## src/rtl/mem_access_ctrl_if.sv

```systemverilog
// Pipeline-side and data-memory-side signals of the MEM-stage access controller.
// The controller takes the master modport; the pipeline/memory environment takes slave.
interface mem_access_ctrl_if #(
  parameter int N_BITS = 32
);
  logic              i_valid;
  logic [N_BITS-1:0] i_aluResult;
  logic [N_BITS-1:0] i_storeData;
  logic              i_memRead;
  logic              i_memWrite;
  logic [1:0]        i_size;
  logic              i_unsigned;
  logic              o_memReq;
  logic              o_memWe;
  logic [N_BITS-1:0] o_memAddr;
  logic [N_BITS-1:0] o_memWdata;
  logic [3:0]        o_memBe;
  logic [N_BITS-1:0] i_memRdata;
  logic              i_memAck;
  logic              o_stall;
  logic [N_BITS-1:0] o_loadData;
  logic              o_loadValid;
  logic              o_misaligned;
  logic              o_busError;

  modport master (
    input  i_valid, i_aluResult, i_storeData,
    input  i_memRead, i_memWrite, i_size, i_unsigned,
    input  i_memRdata, i_memAck,
    output o_memReq, o_memWe, o_memAddr, o_memWdata, o_memBe,
    output o_stall, o_loadData, o_loadValid,
    output o_misaligned, o_busError
  );

  modport slave (
    output i_valid, i_aluResult, i_storeData,
    output i_memRead, i_memWrite, i_size, i_unsigned,
    output i_memRdata, i_memAck,
    input  o_memReq, o_memWe, o_memAddr, o_memWdata, o_memBe,
    input  o_stall, o_loadData, o_loadValid,
    input  o_misaligned, o_busError
  );
endinterface

```

## src/rtl/mem_access_ctrl.sv

```systemverilog
// MEM-stage data memory controller: req/ack bus, byte lanes, load extension.
// Define MEM_ACCESS_TIMEOUT_EN to add a BUSY timeout raising o_busError.
module mem_access_ctrl #(
  parameter int N_BITS         = 32,
  parameter int TIMEOUT_CYCLES = 16
) (
  input logic               i_clock,
  input logic               i_reset,
  mem_access_ctrl_if.master bus
);
  typedef enum logic {IDLE, BUSY} state_t;

  state_t            state_q, state_d;
  logic [N_BITS-1:0] addr_q, wdata_q, ld_q;
  logic [3:0]        be_q;
  logic              we_q, uns_q;
  logic [1:0]        size_q, off_q;
  logic              lv_q, mis_q;

  logic              start, aligned, accept, mis;
  logic              busy, ack, stall, tmo;
  logic [1:0]        off;
  logic              is_word, is_half;
  logic [3:0]        be_d;
  logic [N_BITS-1:0] wdata_d, ld_d;
  logic [7:0]        b_lane;
  logic [15:0]       h_lane;

  assign off     = bus.i_aluResult[1:0];
  assign is_word = bus.i_size[1];
  assign is_half = bus.i_size == 2'b01;
  assign start   = bus.i_valid &
                   (bus.i_memRead | bus.i_memWrite);
  assign aligned = is_word ? (off == 2'b00) :
                   is_half ? ~off[0] : 1'b1;
  assign busy    = state_q == BUSY;
  assign ack     = busy & bus.i_memAck;

`ifdef MEM_ACCESS_TIMEOUT_EN
  localparam int CW = $clog2(TIMEOUT_CYCLES + 1);
  logic [CW-1:0] cnt_q;
  logic          err_q;

  // Ack on the limit cycle wins: tmo only fires without ack.
  assign tmo = busy & ~bus.i_memAck &
               (cnt_q == CW'(TIMEOUT_CYCLES - 1));

  always_ff @(posedge i_clock) begin
    if (i_reset) begin
      cnt_q <= '0;
      err_q <= 1'b0;
    end else begin
      err_q <= tmo;
      if (accept)
        cnt_q <= '0;
      else if (busy & ~bus.i_memAck)
        cnt_q <= cnt_q + 1'b1;
    end
  end

  assign bus.o_busError = err_q;
`else
  logic unused_timeout;
  assign unused_timeout = TIMEOUT_CYCLES > 0;
  assign tmo            = 1'b0;
  assign bus.o_busError = 1'b0;
`endif

  always_comb begin
    be_d    = 4'hF;
    wdata_d = bus.i_storeData;
    if (bus.i_memWrite) begin
      unique case (1'b1)
        is_word: begin
          be_d    = 4'hF;
          wdata_d = bus.i_storeData;
        end
        is_half: begin
          be_d    = off[1] ? 4'b1100 : 4'b0011;
          wdata_d = {2{bus.i_storeData[15:0]}};
        end
        default: begin
          be_d    = 4'b0001 << off;
          wdata_d = {4{bus.i_storeData[7:0]}};
        end
      endcase
    end
  end

  assign b_lane = bus.i_memRdata[{off_q, 3'b000} +: 8];
  assign h_lane = bus.i_memRdata[{off_q[1], 4'b0000} +: 16];

  always_comb begin
    ld_d = bus.i_memRdata;
    unique case (1'b1)
      size_q[1]:
        ld_d = bus.i_memRdata;
      (size_q == 2'b01):
        ld_d = {{(N_BITS-16){~uns_q & h_lane[15]}}, h_lane};
      default:
        ld_d = {{(N_BITS-8){~uns_q & b_lane[7]}}, b_lane};
    endcase
  end

  always_comb begin
    state_d = state_q;
    stall   = 1'b0;
    accept  = 1'b0;
    mis     = 1'b0;
    unique case (state_q)
      IDLE: begin
        if (start) begin
          if (aligned) begin
            accept  = 1'b1;
            stall   = 1'b1;
            state_d = BUSY;
          end else begin
            mis = 1'b1;
          end
        end
      end
      BUSY: begin
        stall = ~bus.i_memAck;
        if (bus.i_memAck | tmo)
          state_d = IDLE;
      end
      default: state_d = IDLE;
    endcase
  end

  always_ff @(posedge i_clock) begin
    if (i_reset) begin
      state_q <= IDLE;
      addr_q  <= '0;
      wdata_q <= '0;
      be_q    <= '0;
      we_q    <= 1'b0;
      uns_q   <= 1'b0;
      size_q  <= '0;
      off_q   <= '0;
      ld_q    <= '0;
      lv_q    <= 1'b0;
      mis_q   <= 1'b0;
    end else begin
      state_q <= state_d;
      lv_q    <= 1'b0;
      mis_q   <= mis;
      if (accept) begin
        addr_q  <= {bus.i_aluResult[N_BITS-1:2], 2'b00};
        wdata_q <= wdata_d;
        be_q    <= be_d;
        we_q    <= bus.i_memWrite;
        uns_q   <= bus.i_unsigned;
        size_q  <= bus.i_size;
        off_q   <= off;
      end
      if (ack & ~we_q) begin
        ld_q <= ld_d;
        lv_q <= 1'b1;
      end
    end
  end

  assign bus.o_memReq     = busy;
  assign bus.o_memWe      = busy & we_q;
  assign bus.o_memAddr    = addr_q;
  assign bus.o_memWdata   = wdata_q;
  assign bus.o_memBe      = be_q;
  assign bus.o_stall      = stall;
  assign bus.o_loadData   = ld_q;
  assign bus.o_loadValid  = lv_q;
  assign bus.o_misaligned = mis_q;
endmodule

```

## src/flat_wrapper.sv

```systemverilog
// flat-port wrapper written by rule: the top's interface ports become plain ports
module mem_access_ctrl_flat 
#(
  parameter int N_BITS         = 32,
  parameter int TIMEOUT_CYCLES = 16
)
  (i_clock, i_reset, bus_i_valid, bus_i_aluResult, bus_i_storeData, bus_i_memRead, bus_i_memWrite, bus_i_size, bus_i_unsigned, bus_i_memRdata, bus_i_memAck, bus_o_memReq, bus_o_memWe, bus_o_memAddr, bus_o_memWdata, bus_o_memBe, bus_o_stall, bus_o_loadData, bus_o_loadValid, bus_o_misaligned, bus_o_busError);
  mem_access_ctrl_if #(.N_BITS(N_BITS)) bus_i ();
  input logic i_clock;
  input logic i_reset;
  input wire logic [$bits(bus_i.i_valid)-1:0] bus_i_valid;
  input wire logic [$bits(bus_i.i_aluResult)-1:0] bus_i_aluResult;
  input wire logic [$bits(bus_i.i_storeData)-1:0] bus_i_storeData;
  input wire logic [$bits(bus_i.i_memRead)-1:0] bus_i_memRead;
  input wire logic [$bits(bus_i.i_memWrite)-1:0] bus_i_memWrite;
  input wire logic [$bits(bus_i.i_size)-1:0] bus_i_size;
  input wire logic [$bits(bus_i.i_unsigned)-1:0] bus_i_unsigned;
  input wire logic [$bits(bus_i.i_memRdata)-1:0] bus_i_memRdata;
  input wire logic [$bits(bus_i.i_memAck)-1:0] bus_i_memAck;
  output wire logic [$bits(bus_i.o_memReq)-1:0] bus_o_memReq;
  output wire logic [$bits(bus_i.o_memWe)-1:0] bus_o_memWe;
  output wire logic [$bits(bus_i.o_memAddr)-1:0] bus_o_memAddr;
  output wire logic [$bits(bus_i.o_memWdata)-1:0] bus_o_memWdata;
  output wire logic [$bits(bus_i.o_memBe)-1:0] bus_o_memBe;
  output wire logic [$bits(bus_i.o_stall)-1:0] bus_o_stall;
  output wire logic [$bits(bus_i.o_loadData)-1:0] bus_o_loadData;
  output wire logic [$bits(bus_i.o_loadValid)-1:0] bus_o_loadValid;
  output wire logic [$bits(bus_i.o_misaligned)-1:0] bus_o_misaligned;
  output wire logic [$bits(bus_i.o_busError)-1:0] bus_o_busError;
  assign bus_i.i_valid = bus_i_valid;
  assign bus_i.i_aluResult = bus_i_aluResult;
  assign bus_i.i_storeData = bus_i_storeData;
  assign bus_i.i_memRead = bus_i_memRead;
  assign bus_i.i_memWrite = bus_i_memWrite;
  assign bus_i.i_size = bus_i_size;
  assign bus_i.i_unsigned = bus_i_unsigned;
  assign bus_i.i_memRdata = bus_i_memRdata;
  assign bus_i.i_memAck = bus_i_memAck;
  assign bus_o_memReq = bus_i.o_memReq;
  assign bus_o_memWe = bus_i.o_memWe;
  assign bus_o_memAddr = bus_i.o_memAddr;
  assign bus_o_memWdata = bus_i.o_memWdata;
  assign bus_o_memBe = bus_i.o_memBe;
  assign bus_o_stall = bus_i.o_stall;
  assign bus_o_loadData = bus_i.o_loadData;
  assign bus_o_loadValid = bus_i.o_loadValid;
  assign bus_o_misaligned = bus_i.o_misaligned;
  assign bus_o_busError = bus_i.o_busError;
  mem_access_ctrl #(.N_BITS(N_BITS), .TIMEOUT_CYCLES(TIMEOUT_CYCLES)) u_core (.i_clock(i_clock), .i_reset(i_reset), .bus(bus_i));
endmodule
```

## config.mk

```make
export PLATFORM = sky130hd
export DESIGN_NAME = mem_access_ctrl_flat
export DESIGN_NICKNAME = d
export VERILOG_FILES = /design/src/rtl/mem_access_ctrl_if.sv /design/src/rtl/mem_access_ctrl.sv /design/src/flat_wrapper.sv
export SDC_FILE = /design/constraint.sdc
export NUM_CORES = 1
export LEC_CHECK = 0
export CORE_MARGIN = 2
export CORE_UTILIZATION = 42
export DETAILED_ROUTE_END_ITERATION = 8
export GPL_TIMING_DRIVEN = 0
export PLACE_DENSITY = 0.84
export SETUP_SLACK_MARGIN = 0.4
export SLEW_MARGIN = 20
export SYNTH_ARGS = -nofsm -noshare
export SYNTH_HDL_FRONTEND = slang
export SYNTH_SLANG_ARGS = --single-unit
```

## constraint.sdc

```tcl
create_clock -name i_clock -period 1.81 [get_ports i_clock]
set_clock_uncertainty 0.05 [all_clocks]
set_input_delay 0.4525 -clock i_clock [delete_from_list [all_inputs] [get_ports i_clock]]
set_output_delay 0.4525 -clock i_clock [all_outputs]
set_load 0.05 [all_outputs]
```

=== Word-level counts from Yosys, hierarchy flattened ===
Index checks and enable logic that the tools add are counted.

* Add/subtract/negate cells: 0
* Multipliers: 0
* Div/mod/pow operators: 0
* Magnitude comparators: 0
* Equality and inequality tests: 2
* Shift operators: 3
* Mux-type cells: 16
* Bitwise gates (word level): 13
* Reductions and logical operators: 2

{| class="wikitable"
|+ Operator list
! operator !! count
|-
| 32-bit one-hot mux with 2 select lines || 2
|-
| 32-bit two-way mux || 1
|-
| 32-bit by 6-bit indexed part select with 16-bit output || 1
|-
| 32-bit by 6-bit indexed part select with 8-bit output || 1
|-
| 1-bit two-way mux || 8
|-
| 4-bit two-way mux || 2
|-
| 4-bit one-hot mux with 2 select lines || 1
|-
| 1-bit bitwise AND || 6
|-
| 1-bit NOT || 6
|-
| 2-bit by 1-bit equality test with 1-bit output, second input constant || 2
|-
| 1-bit one-hot mux with 2 select lines || 2
|-
| 1-bit by 2-bit left shift with 4-bit output, first input constant || 1
|-
| 3-bit OR reduction || 1
|-
| 2-bit zero test || 1
|-
| 1-bit OR || 1
|}

* Bits in registers: 107
* Latch bits: 0
* RAM bits: 0
* Memory bits (read-only): 0
* Bits of input ports: 105
* Memories kept: 0

=== Depth between registers and ports, before layout ===
* Depth after elaboration: 6
* Gate-level depth with buffers: 7
* Gate-level depth less buffers: 4

=== Worst setup path before layout ===
OpenSTA, ideal clock, no wires.

* Path kind: register -> output
* From: reg u_core.state_q, in the netlist u_core.bus.o_memReq
* To: out bus_o_stall
* Arrival: 1.884 ns
* Data required time: 1.307 ns
* Path slack: -0.576 ns
* Cell stages (with the launch flop): 3
* Buffers on the path: 0
* Path through: dfxtp_1 > inv_1 > o21ai_0

* Longest elaborated chain between the ends: 2

{| class="wikitable"
|+ Ends and longest elaborated chain
! item !! line !! text
|-
| start: declaration || mem_access_ctrl.sv:13 || <nowiki>state_t state_q, state_d;</nowiki>
|-
| start signal: assignment || mem_access_ctrl.sv:145 || <nowiki>state_q <= state_d;</nowiki>
|-
| 1-bit NOT || mem_access_ctrl.sv:110 || <nowiki>unique case (state_q)</nowiki>
|-
| 1-bit one-hot mux with 2 select lines * || mem_access_ctrl.sv:110 ||
|-
| end: declaration || flat_wrapper.sv:25 || <nowiki>output wire logic [$bits(bus_i.o_stall)-1:0] bus_o_stall;</nowiki>
|}

Mark *: on every way between the ends. The rest lies on a longest branch, timed or not.

=== Worst setup path after layout ===
* From: reg u_core.off_q[0]
* To: reg u_core.ld_q[10], in the netlist u_core.bus.o_loadData[10]

* Longest elaborated chain between the ends: 3

{| class="wikitable"
|+ Ends and longest elaborated chain
! item !! line !! text
|-
| start: declaration || mem_access_ctrl.sv:17 || <nowiki>logic [1:0] size_q, off_q;</nowiki>
|-
| start signal: assignment || mem_access_ctrl.sv:140 || <nowiki>off_q <= '0;</nowiki>
|-
| start signal: assignment || mem_access_ctrl.sv:155 || <nowiki>off_q <= off;</nowiki>
|-
| 32-bit by 6-bit indexed part select with 8-bit output || mem_access_ctrl.sv:90 || <nowiki>assign b_lane = bus.i_memRdata[{off_q, 3'b000} +: 8];</nowiki>
|-
| 1-bit bitwise AND || mem_access_ctrl.sv:101 || <nowiki>ld_d = {{(N_BITS-8){~uns_q & b_lane[7]}}, b_lane};</nowiki>
|-
| 32-bit one-hot mux with 2 select lines || mem_access_ctrl.sv:95 || <nowiki>unique case (1'b1)</nowiki>
|-
| end signal: assignment || mem_access_ctrl.sv:158 || <nowiki>ld_q <= ld_d;</nowiki>
|-
| end: declaration || mem_access_ctrl.sv:14 || <nowiki>logic [N_BITS-1:0] addr_q, wdata_q, ld_q;</nowiki>
|}

Every way passes these cells.
A chain may end at the register's enable or synchronous reset.

==> out/metrics.cfg <==
[status]
outcome = finished with violations
violations = negative setup slack

[place]
io_buffers = 206
routabilityCongestion = 0.9364
place_area_sq_um = 7148
dp_hpwl_um = 12600

[routing]
drt-met1-wl_um = 9267
detail-route-antenna-nets = 0
dr_wl_met3_um = 1993
via_per_inst = 6.108
wl_met2_um = 12240
vias = 6181
highest_layer = met4
totalWireLength_um = 25080
drc = 0
drt_iter0_drc = 491
wire_per_inst_um = 24.78
drtPass1Iterations = 5

[critical_path]
crit_arrival_ns = 2.11
r2r_end = u_core.bus.o_loadData[10]
critPathTopFamily = multiplexers
cp.required_ns = 1.97
crit_path_frequent_cell = buf_6
critPathLaunchType = flop
slowest_delay_ns = 0.54
worstSetupPathType = reg -> reg
rrSetupSlack_ns = -0.14
path_buf_inv = 2
reg2reg_depth = 6
cp_cell_sequence = buf_6 > mux4_2 > nor4b_4 > buf_6 > a221oi_4 > a211oi_2
startpoint = u_core.off_q[0]
slowest_stage = mux4_2
worstReg2RegStart = u_core.off_q[0]
cp_max_fo = 8
cp-end-kind = flop

[synth]
synthXorXnorAreaFrac_pct = 0
synth_compound_area_share_pct = 20.53
syn_area_sq_um = 4760
ys_seq_area_share_pct = 45.01
synthSimpleGateAreaFrac_pct = 22.90
synthMuxAreaShare_pct = 5.731
synth_top_family_by_area = simple AND/OR/NAND/NOR gates
ys_ff_latch = 107
synth_cell_types = 38
syn-instance-count = 589
syn_avg_cell_area_sq_um = 8.081
synthAdderAreaFrac_pct = 0
yosysWarningCount = 0

[clock_network]
htree_levels = 3
cts_made_buffers = 9
root_buffer = clkbuf_16
cts_buffer_depth = 2
ctsHoldBuffers = 0
cts_tree = built
cts_sinks = 107
insertion_delay_ns = 0.36
clk_pin_slew_ns = 0.08

[cells_and_area]
design_area_sq_um = 9803
antenna_cells = 0
fillers = 412
synthToLayoutAreaGrowth_pct = 106.0
nets = 972
drive_gt1_share_pct = 57.22

[die]
rows = 38
ios = 211
core_sq_um = 10940
die-height_um = 110.5
start_util_pct = 43.52
fp.dieW_um = 110.5
die-area_sq_um = 12200

[timing]
finalSetupTns_ns = -0.6805
grt_setup_unrepaired = true
setup_ws_ns = -0.1363
layout_min_cycle_time_ns = 1.946
max-slew-margin-rel_pct = 46.80
setup_viol = 9
hold_viol_final = 0
clock.fmax_mhz = 513.8
worstMarginPinSlew_ns = 0.7980
slew_violations = 0
min_period_over_period_pct = 107.5
hold-worst-slack_ns = 0.3899

[power_and_ir_drop]
irDropWorstVdd_mv = 0.6351
p_per_area_nw_per_um2 = 688.6
leakage_nw = 3.999

[global_routing]
grt_start_max_net_pins = 19
grtUsageTotal_pct = 29.59
first_global_vias = 5608
grt_overflow = 0
grt_pass1_wl_um = 29260
antenna_found_initial = 0

[worst_hold_path]
whs_path_depth = 3
holdCritStartpoint = bus_i_size[1]
hp-class = in -> reg
worstHoldEndpoint = u_core.size_q[1]

[flow_run]
cap_violations = 0

==> layer usage <==
metal | global-route usage, % | vias to the layer above
met3 | 7.849 | 131
li1 | - | 2615
met5 | 0 | -
met2 | 51.57 | 459
met4 | 13.67 | 0
met1 | 33.73 | 2976
==> per-stage QoR <==
stage / power (mW) / setup slack, ns / instances / util (%)
after CTS: 6.018 / 0.01597 / 987 / 71.89
after detailed placement: 4.040 / -1.171 / 937 / 65.37
after global routing: 6.873 / -0.1565 / 1012 / 89.65
after floorplan: 3.420 / 0.2806 / 591 / -
final: 6.751 / -0.1363 / 1012 / 89.65
after global placement: 4.013 / -1.148 / 937 / 65.37
==> Yosys cell counts, drive strengths merged <==
cell type / count / area (sq um)
nand2: 121 / 454.2
dfxtp: 107 / 2142
a21oi: 82 / 410.4
nor2: 40 / 150.1
buf: 29 / 156.4
clkbuf: 28 / 106.4
a211oi: 26 / 195.2
mux2i: 25 / 250.2
o21ai: 24 / 120.1
and3: 16 / 100.1
nand3b: 16 / 120.1
nand2b: 15 / 93.84
nor3: 11 / 55.05
a2111oi: 8 / 70.07
a221oi: 8 / 70.07
o211ai: 8 / 60.06
nor2b: 6 / 37.54
inv: 3 / 11.26
a311oi: 2 / 17.52
a21o: 1 / 7.510
a31oi: 1 / 6.260
and2: 1 / 6.260
and3b: 1 / 8.760
conb: 1 / 3.750
mux4: 1 / 22.52
nand3: 1 / 5.000
nand4b: 1 / 8.760
nand4bb: 1 / 11.26
nor4: 1 / 6.260
nor4b: 1 / 23.77
o2111a: 1 / 11.26
o2111ai: 1 / 8.760
or3b: 1 / 8.760
==> cells in the final DEF, fill, tap and decap left out, types with 4 or more instances in the layout <==
master	n
buf_12	9
mux2i_1	24
a221oi_2	6
a21oi_1	28
o21ai_0	5
and3_1	12
a211oi_2	18
nor2_1	19
dfxtp_2	47
nand3b_1	16
dlygate4sd2_1	7
a2111oi_4	4
nand2_1	48
a211oi_1	8
clkbuf_2	9
and3_4	4
clkbuf_1	10
o211ai_1	8
a21oi_2	48
buf_6	110
buf_4	47
dfxtp_1	57
buf_8	16
clkbuf_16	18
nand2_4	55
clkbuf_8	4
clkdlybuf4s50_1	91
buf_2	4
a21oi_4	6
nor3_1	11
a2111oi_2	4
nand2_2	18
o21ai_2	14
nor2_4	19
nand2b_1	12
==> what timing repair did <==
action / CTS / global route
setup buffers: 23 / 16
gates cloned: 11 / 9
setup endpoints to repair: 209 / 186
resized for setup: 757 / 470
pin swaps: 12 / 108
==> cell families (layout without fill, tap and decap cells) <==
group                  count (synthesis)  count (layout)
muxes                                 26              26
DFF                                  107             107
AOI/OAI and AO/OA                    162             162
and+or+nand+nor                      233             233
buffers and inverters                 60             341
other                                  1               3
==> area by class of cell <==
cell class	instances	area, sq um	share of cell area (%)
multi-input combinational	424	3664	37.37
sequential	107	2212	22.57
buffer	57	585.6	5.973
clock inverter	6	50.05	0.5105
timing repair buffer	265	2877	29.34
inverter	3	11.26	0.1149
clock buffer	10	229.0	2.336
tap	140	175.2	1.787
==> power by group <==
group / switching (mW) / internal [mW] / leakage (nW) / total (mW)
Clock: 1.00 / 0.955 / 0.135 / 1.96
Sequential: 0.120 / 2.48 / 0.895 / 2.60
Combinational: 1.25 / 0.949 / 2.97 / 2.20
==> worst max path at each step <==
stage | end | slack, ns | cells after the start
4_1_cts | bus_o_stall | 0.02 | 4
3_5_place_dp | bus_o_stall | -1.17 | 5
3_3_place_gp | bus_o_stall | -1.15 | 5
2_1_floorplan | bus_o_stall | 0.28 | 3
5_1_grt | u_core.bus.o_loadData[13] | -0.16 | 6
6_report | u_core.bus.o_loadData[10] | -0.14 | 6
==> sequential cells by signal (all words and copies together), names as in the netlist <==
register,cells
u_core.bus.o_loadData,32
u_core.bus.o_loadValid,1
u_core.bus.o_memAddr,30
u_core.bus.o_memBe,4
u_core.bus.o_memReq,1
u_core.bus.o_memWdata,32
u_core.bus.o_misaligned,1
u_core.off_q,2
u_core.size_q,2
u_core.uns_q,1
u_core.we_q,1
==> worst min-delay path, stage by stage <==
cell	delay [ns]
clkbuf_2	0.16
nand2_4	0.09
a21oi_2	0.05
Power figures use the tool's default switching activity.
